`config.mk`:
```
export PLATFORM = sky130hd
export DESIGN_NAME = result_bcd_converter
export DESIGN_NICKNAME = d
export VERILOG_FILES = /design/src/rtl/result_bcd_converter.sv
export SDC_FILE = /design/constraint.sdc
export NUM_CORES = 1
export LEC_CHECK = 0
export ABC_AREA = 1
export ABC_CLOCK_PERIOD_IN_PS = 1700
export CAP_MARGIN = 40
export CORE_MARGIN = 3
export CORE_UTILIZATION = 54
export CTS_CLUSTER_SIZE = 8
export DETAILED_ROUTE_END_ITERATION = 6
export GPL_TIMING_DRIVEN = 0
export HOLD_SLACK_MARGIN = 0.15
export PLACE_DENSITY = 0.79
export SETUP_SLACK_MARGIN = 0.05
export SLEW_MARGIN = 30
export SYNTH_ARGS = -nofsm -noshare
export SYNTH_HDL_FRONTEND = slang
export SYNTH_SLANG_ARGS = --single-unit
```
`constraint.sdc`:
```
create_clock -name clk -period 1.7 [get_ports clk]
set_input_delay 0.34 -clock clk [delete_from_list [all_inputs] [get_ports clk]]
set_output_delay 0.34 -clock clk [all_outputs]
set_load 0.005 [all_outputs]
```
`src/rtl/result_bcd_converter.sv`:
```
// Sequential two's-complement to sign/BCD converter (double dabble, one bit per clock)
// with start/busy/valid handshake and leading-zero blank mask for the display mux.
module result_bcd_converter #(
   parameter int unsigned WIDTH  = 14,
   parameter int unsigned DIGITS = 4
) (
   input  logic                  clk,
   input  logic                  reset,
   input  logic                  start,
   input  logic [WIDTH-1:0]      din,
   output logic                  busy,
   output logic                  valid,
   output logic                  neg,
   output logic [4*DIGITS-1:0]   bcd,
   output logic [DIGITS-1:0]     blank
);

   localparam int unsigned CW = $clog2(WIDTH + 1);
   localparam int unsigned SW = 4 * DIGITS;
   localparam logic [DIGITS-1:0] BLANK_RST = {{(DIGITS-1){1'b1}}, 1'b0};

   typedef enum logic [1:0] {
      S_IDLE,
      S_SHIFT,
      S_DONE
   } state_e;

   state_e              state_q, state_d;
   logic [WIDTH-1:0]    mag_q, mag_d;
   logic [SW-1:0]       scr_q, scr_d;
   logic [CW-1:0]       cnt_q, cnt_d;
   logic                negint_q, negint_d;
   logic                valid_q, valid_d;
   logic                neg_q, neg_d;
   logic [SW-1:0]       bcd_q, bcd_d;
   logic [DIGITS-1:0]   blank_q, blank_d;

   logic [WIDTH-1:0]    din_mag;
   logic [SW-1:0]       scr_adj;
   logic [3:0]          dig;
   logic [SW+WIDTH-1:0] shifted;
   logic [DIGITS-1:0]   blank_calc;
   logic                zero_run;

   // Unsigned WIDTH-bit negate so the most negative input maps to 2^(WIDTH-1).
   assign din_mag = din[WIDTH-1] ? (~din + WIDTH'(1)) : din;

   always_comb begin
      dig     = '0;
      scr_adj = '0;
      for (int unsigned i = 0; i < DIGITS; i++) begin
         dig = scr_q[4*i +: 4];
         scr_adj[4*i +: 4] = (dig >= 4'd5) ? (dig + 4'd3) : dig;
      end
   end

   assign shifted = {scr_adj, mag_q} << 1;

   // Walk from the most significant digit down; the ones digit is never blanked.
   always_comb begin
      zero_run   = 1'b1;
      blank_calc = '0;
      for (int unsigned k = 0; k < DIGITS; k++) begin
         zero_run = zero_run & (scr_q[4*(DIGITS-1-k) +: 4] == 4'd0);
         if (k != DIGITS - 1) begin
            blank_calc[DIGITS-1-k] = zero_run;
         end
      end
   end

   always_comb begin
      state_d  = state_q;
      mag_d    = mag_q;
      scr_d    = scr_q;
      cnt_d    = cnt_q;
      negint_d = negint_q;
      valid_d  = 1'b0;
      neg_d    = neg_q;
      bcd_d    = bcd_q;
      blank_d  = blank_q;
      case (state_q)
         S_IDLE: begin
            if (start) begin
               negint_d = din[WIDTH-1];
               mag_d    = din_mag;
               scr_d    = '0;
               cnt_d    = '0;
               state_d  = S_SHIFT;
            end
         end
         S_SHIFT: begin
            scr_d = shifted[SW+WIDTH-1:WIDTH];
            mag_d = shifted[WIDTH-1:0];
            cnt_d = cnt_q + CW'(1);
            if (cnt_q == CW'(WIDTH - 1)) begin
               state_d = S_DONE;
            end
         end
         S_DONE: begin
            bcd_d   = scr_q;
            neg_d   = negint_q;
            blank_d = blank_calc;
            valid_d = 1'b1;
            state_d = S_IDLE;
         end
         default: state_d = S_IDLE;
      endcase
   end

   always_ff @(posedge clk) begin
      if (reset) begin
         state_q  <= S_IDLE;
         mag_q    <= '0;
         scr_q    <= '0;
         cnt_q    <= '0;
         negint_q <= 1'b0;
         valid_q  <= 1'b0;
         neg_q    <= 1'b0;
         bcd_q    <= '0;
         blank_q  <= BLANK_RST;
      end else begin
         state_q  <= state_d;
         mag_q    <= mag_d;
         scr_q    <= scr_d;
         cnt_q    <= cnt_d;
         negint_q <= negint_d;
         valid_q  <= valid_d;
         neg_q    <= neg_d;
         bcd_q    <= bcd_d;
         blank_q  <= blank_d;
      end
   end

   assign busy  = (state_q != S_IDLE);
   assign valid = valid_q;
   assign neg   = neg_q;
   assign bcd   = bcd_q;
   assign blank = blank_q;

endmodule
```
# Word level (Yosys, flattened, before mapping)
# Index checks and enable logic that the tools add are counted.
# classes
addsub	6
n_lt_le_gt_ge	4
n_eq_ne	5
reduce_logical	9
div_mod_pow	0
shifts	0
mul	0
bitwise	3
mux	15
# ops
operator	count
16-bit case mux with 2 select lines	1
14-bit 2-to-1 mux	2
14-bit case mux with 2 select lines	1
4-bit by 3-bit greater-or-equal comparator with 1-bit output (second input constant)	4
16-bit 2-to-1 mux	1
4-bit 2-to-1 mux	4
14-bit by 1-bit adder with 14-bit output (second input constant)	1
14-bit NOT	1
4-bit by 2-bit adder with 4-bit output (second input constant)	3
4-bit zero test	3
4-bit case mux with 2 select lines	1
2-bit AND reduction	3
4-bit by 1-bit adder with 4-bit output (second input constant)	1
4-bit equality test (second input constant)	1
2-bit 2-to-1 mux	2
2-bit != test (second input constant)	2
2-bit case mux with 2 select lines	1
2-bit nonzero test	2
3-bit by 2-bit adder with 3-bit output (second input constant)	1
3-bit 2-to-1 mux	1
1-bit bitwise AND	2
2-bit by 1-bit equality test with 1-bit output (second input constant)	1
2-bit equality test (second input constant)	1
2-bit zero test	1
1-bit 2-to-1 mux	1
# totals
ramBits	0
rom_bits	0
reg_bits	58
latch_bits	0
out_inout_bits	23
mem_count	0
input_bits	17
elab_cells	51

# Depth between registers and ports, before layout
# depth
word_depth	5
mapped_depth	9
ltp_nobuf	9

# Worst setup path before layout
# OpenSTA, ideal clock, no wires.
# synth_path
kind	register to register
start	register scr_q[8]
end	register scr_q[10]
period_less_slack_ns	1.374
setup_ns	0.132
arrival_time_ns	1.242
path_buffers	0
path_stages_with_launch	9
setup_slack_ns	0.326
t_required_ns	1.568
cell_sequence	dfxtp_1 inv_1 ha_1 inv_1 nor2_1 o21ai_0 a21oi_1 o21ai_0 a21oi_1
# synth_between
elab_chain_cells	3
elab_cells_between_ends	4
classes_between	1 x add/sub; 1 x order compare; 2 x mux
# synth_rtl
item	line	rtl
from (decl)	30	logic [SW-1:0] scr_q, scr_d;
from (signal assigned)	124	scr_q <= scr_d;
4-bit by 2-bit adder with 4-bit output / 4-bit by 3-bit greater-or-equal comparator with 1-bit output (equally long branches)	53	scr_adj[4*i +: 4] = (dig >= 4'd5) ? (dig + 4'd3) : dig;
4-bit 2-to-1 mux *	53	
16-bit case mux with 2 select lines *	81	case (state_q)
# Mark *: on every way between the ends. The rest lies on a longest branch, timed or not.
# A chain may end at the register's enable or synchronous reset.

# Final worst setup path
# layout_path
start	register bcd_q[14], in the netlist bcd[14]
end	output port bcd[14]
# layout_lines
item	line	rtl
from (decl)	35	logic [SW-1:0] bcd_q, bcd_d;
from (signal assigned)	119	bcd_q <= '0;
from (signal assigned)	129	bcd_q <= bcd_d;
to (decl)	14	output logic [4*DIGITS-1:0] bcd,
# No word-level cell between the ends.

==> flow_metrics.tcl <==
set metrics [dict create \
    finalCriticalPeriod_ns 1.56 \
    nNetsFinal 468 \
    cp_slowest_stage_delay_ns 0.52 \
    routabilityCongestion 0.837 \
    die_y_um 78.3 \
    fin_hold_ws_ns 0.424 \
    die_w_um 78.3 \
    synth.distinct_cells 32 \
    clock-sinks 58 \
    seq_area_frac_synth 0.411 \
    ys_seq_elements 58 \
    syn-cell-area_mm2 0.00283 \
    cts_root_buf "clkbuf_8" \
    syn2layout_area_growth_pct 25.0 \
    path_clk_slew_ns 0.07 \
    syn_nets 419 \
    post-route-drc-count 0 \
    status "completed" \
    core_mm2 0.00488 \
    path_cells "clkdlybuf4s50_1" \
    via_per_inst 5.35 \
    synth_enable_flop_cells 0 \
    synth_flop_cell "dfxtp_1" \
    synth.avg_cell_area_um2 7.26 \
    worstMarginPinSlew_ns 0.528 \
    rrSetupSlack_ns 0.20 \
    min_from "reset" \
    drtIter0Drc 215 \
    grt_overflow 0 \
    ff2ff_path_depth 8 \
    maxCapViolCount 0 \
    netlist.area_leader.share 0.411 \
    skew_ns 0.0102 \
    grt.total_usage 0.237 \
    start_util 0.579 \
    grt_pass1_wl_um 11400 \
    critical_path.endpoint_type "primary output" \
    drtAntennaViolNets 0 \
    rr_startpoint "scr_q[8]$_SDFFE_PP0P_" \
    routed_wl_um 6710 \
    antenna_found_initial 0 \
    slew_viol_final 0 \
    hp-class "in2reg" \
    ys_top_cells_by_area "dfxtp_1 (41%), nand2_1 (10%), a21oi_1 (8.9%), o21ai_0 (7.1%), nand3_1 (6.2%)" \
    io_pins 40 \
    grt_pass1_vias 2508 \
    clk_latency_ns 0.34 \
    cp_max_fo 2 \
    final-seq-area_mm2 0.00116 \
    relSlewSlack 0.648 \
    critPathLaunchType "flop" \
    irDropWorstVdd_v 0.000616 \
    antenna_cells 0 \
    critical_path.slowest_cell "clkdlybuf4s50_1" \
    power_density_mw_per_mm2 920 \
    grt_setup_unrepaired "no" \
    clock.fmax_ghz 0.641 \
    hpwl_um 4840 \
    wl_per_cell_um 13.2 \
    multi_input_area_mm2 0.00140 \
    cp.depth 1 \
    p_leak_uw 0.00149 \
    cp.arrival_ns 1.22 \
    htree_num_levels 3 \
    dieArea_mm2 0.00614 \
    final_cell_mix "nand2_1 (76), dfxtp_1 (57), a21oi_1 (50)" \
    dr.pass1.iters 5 \
    ys_async_sr_fraction 0 \
    cts_tree "done" \
    yosys_warnings 0 \
    finalHoldViolCount 0 \
    tns_ns 0 \
    setup_viol 0 \
    grt_max_degree 11 \
    hold_end "scr_q[0]$_SDFFE_PP0P_" \
    fin_crit_sh 0.918 \
    yosys.area.top_type "dfxtp_1" \
    hold_depth 2 \
    worstPathRequired_ns 1.36 \
    path_class "reg2out" \
    rows 25 \
    netlist_instances 389 \
    clk_path_buf_depth 2 \
    timing.rr.end "scr_q[10]$_SDFFE_PP0P_" \
    port_buffers 37 \
    critical_path.top_delay_family "buffers and inverters" \
    final_common_cell "nand2_1" \
    cts_buffers 9 \
    fillers 420 \
    drive_above_1_share 0.0880 \
    route.vias.total 2728 \
    path_buf_inv 1 \
]
-- cell type report --
cell class                 count  area share
timing repair buffer          38       0.108
sequential                    58       0.329
buffer                        16      0.0259
clock inverter                 4      0.0205
tap                           67      0.0237
inverter                      46      0.0510
clock buffer                  12      0.0468
multi-input combinational    269       0.395
-- how the worst max path moves through the flow --
stage / slack, ns / to / start
final: 0.14 / bcd[14] / bcd[14]$_SDFFE_PP0P_
after global routing: 0.05 / scr_q[9]$_SDFFE_PP0P_ / scr_q[8]$_SDFFE_PP0P_
after CTS: 0.07 / scr_q[10]$_SDFFE_PP0P_ / scr_q[8]$_SDFFE_PP0P_
after detailed placement: -0.13 / mag_q[12]$_SDFFE_PP0P_ / din[1]
after global placement: -0.07 / mag_q[12]$_SDFFE_PP0P_ / din[0]
after floorplan: 0.33 / scr_q[10]$_SDFFE_PP0P_ / scr_q[8]$_SDFFE_PP0P_
-- state kept, by name, indices dropped and copies added, names as in the netlist --
signal,flops
bcd,16
mag_q,14
scr_q,16
state_q,2
neg,1
negint_q,1
valid,1
blank,3
cnt_q,4
-- power breakdown --
| part | total [µW] | switching [µW] | internal, µW |
|---|---|---|---|
| combinational | 338 | 210 | 128 |
| sequential | 1420 | 21.9 | 1400 |
| clock | 1490 | 548 | 942 |
| total | 3250 | 780 | 2470 |
-- layer usage --
| metal | global-route usage | wire, µm |
|---|---|---|
| met2 | 0.385 | 3120 |
| met3 | 0.0562 | 307 |
| met4 | 0.103 | 89 |
| met1 | 0.301 | 3200 |
| met5 | 0 | 0 |
-- per-stage QoR --
stage | instance area (µm²) | power, µW | util | worst slack (ns) | std cells
3_3_place_gp | 3280 | 1780 | 0.672 | -0.0729 | 493
4_1_cts | 3530 | 3250 | 0.723 | 0.0683 | 510
5_1_grt | 3530 | 3380 | 0.724 | 0.0476 | 510
6_report | 3530 | 3250 | 0.724 | 0.139 | 510
2_1_floorplan | 2830 | 1670 | - | 0.326 | 389
3_5_place_dp | 3280 | 1790 | 0.672 | -0.130 | 493
-- what timing repair did --
item	CTS	global route
hold buffers	0	0
endpoints found under the setup margin	1	4
resized for setup	1	5
setup buffers	1	0
cloned	0	0
-- kinds of logic after synthesis --
group | synth area share
compound gates | 0.205
xor+xnor | 0.0124
fa+ha+maj | 0.0576
buf+inv | 0.0961
flops | 0.411
other cells | 0.00133
simple gates | 0.217
-- synthesized netlist by cell type, drive strengths merged, types with 2 or more instances --
| master | n |
|---|---|
| o211ai | 2 |
| a21oi | 50 |
| a22oi | 7 |
| nor2 | 27 |
| nand2 | 77 |
| ha | 13 |
| nor3 | 2 |
| o21ai | 41 |
| buf | 11 |
| o32ai | 2 |
| nand3 | 36 |
| nand4 | 2 |
| clkbuf | 5 |
| dfxtp | 58 |
| xor2 | 3 |
| inv | 46 |
Note: power is estimated with default switching activity, not from simulation.
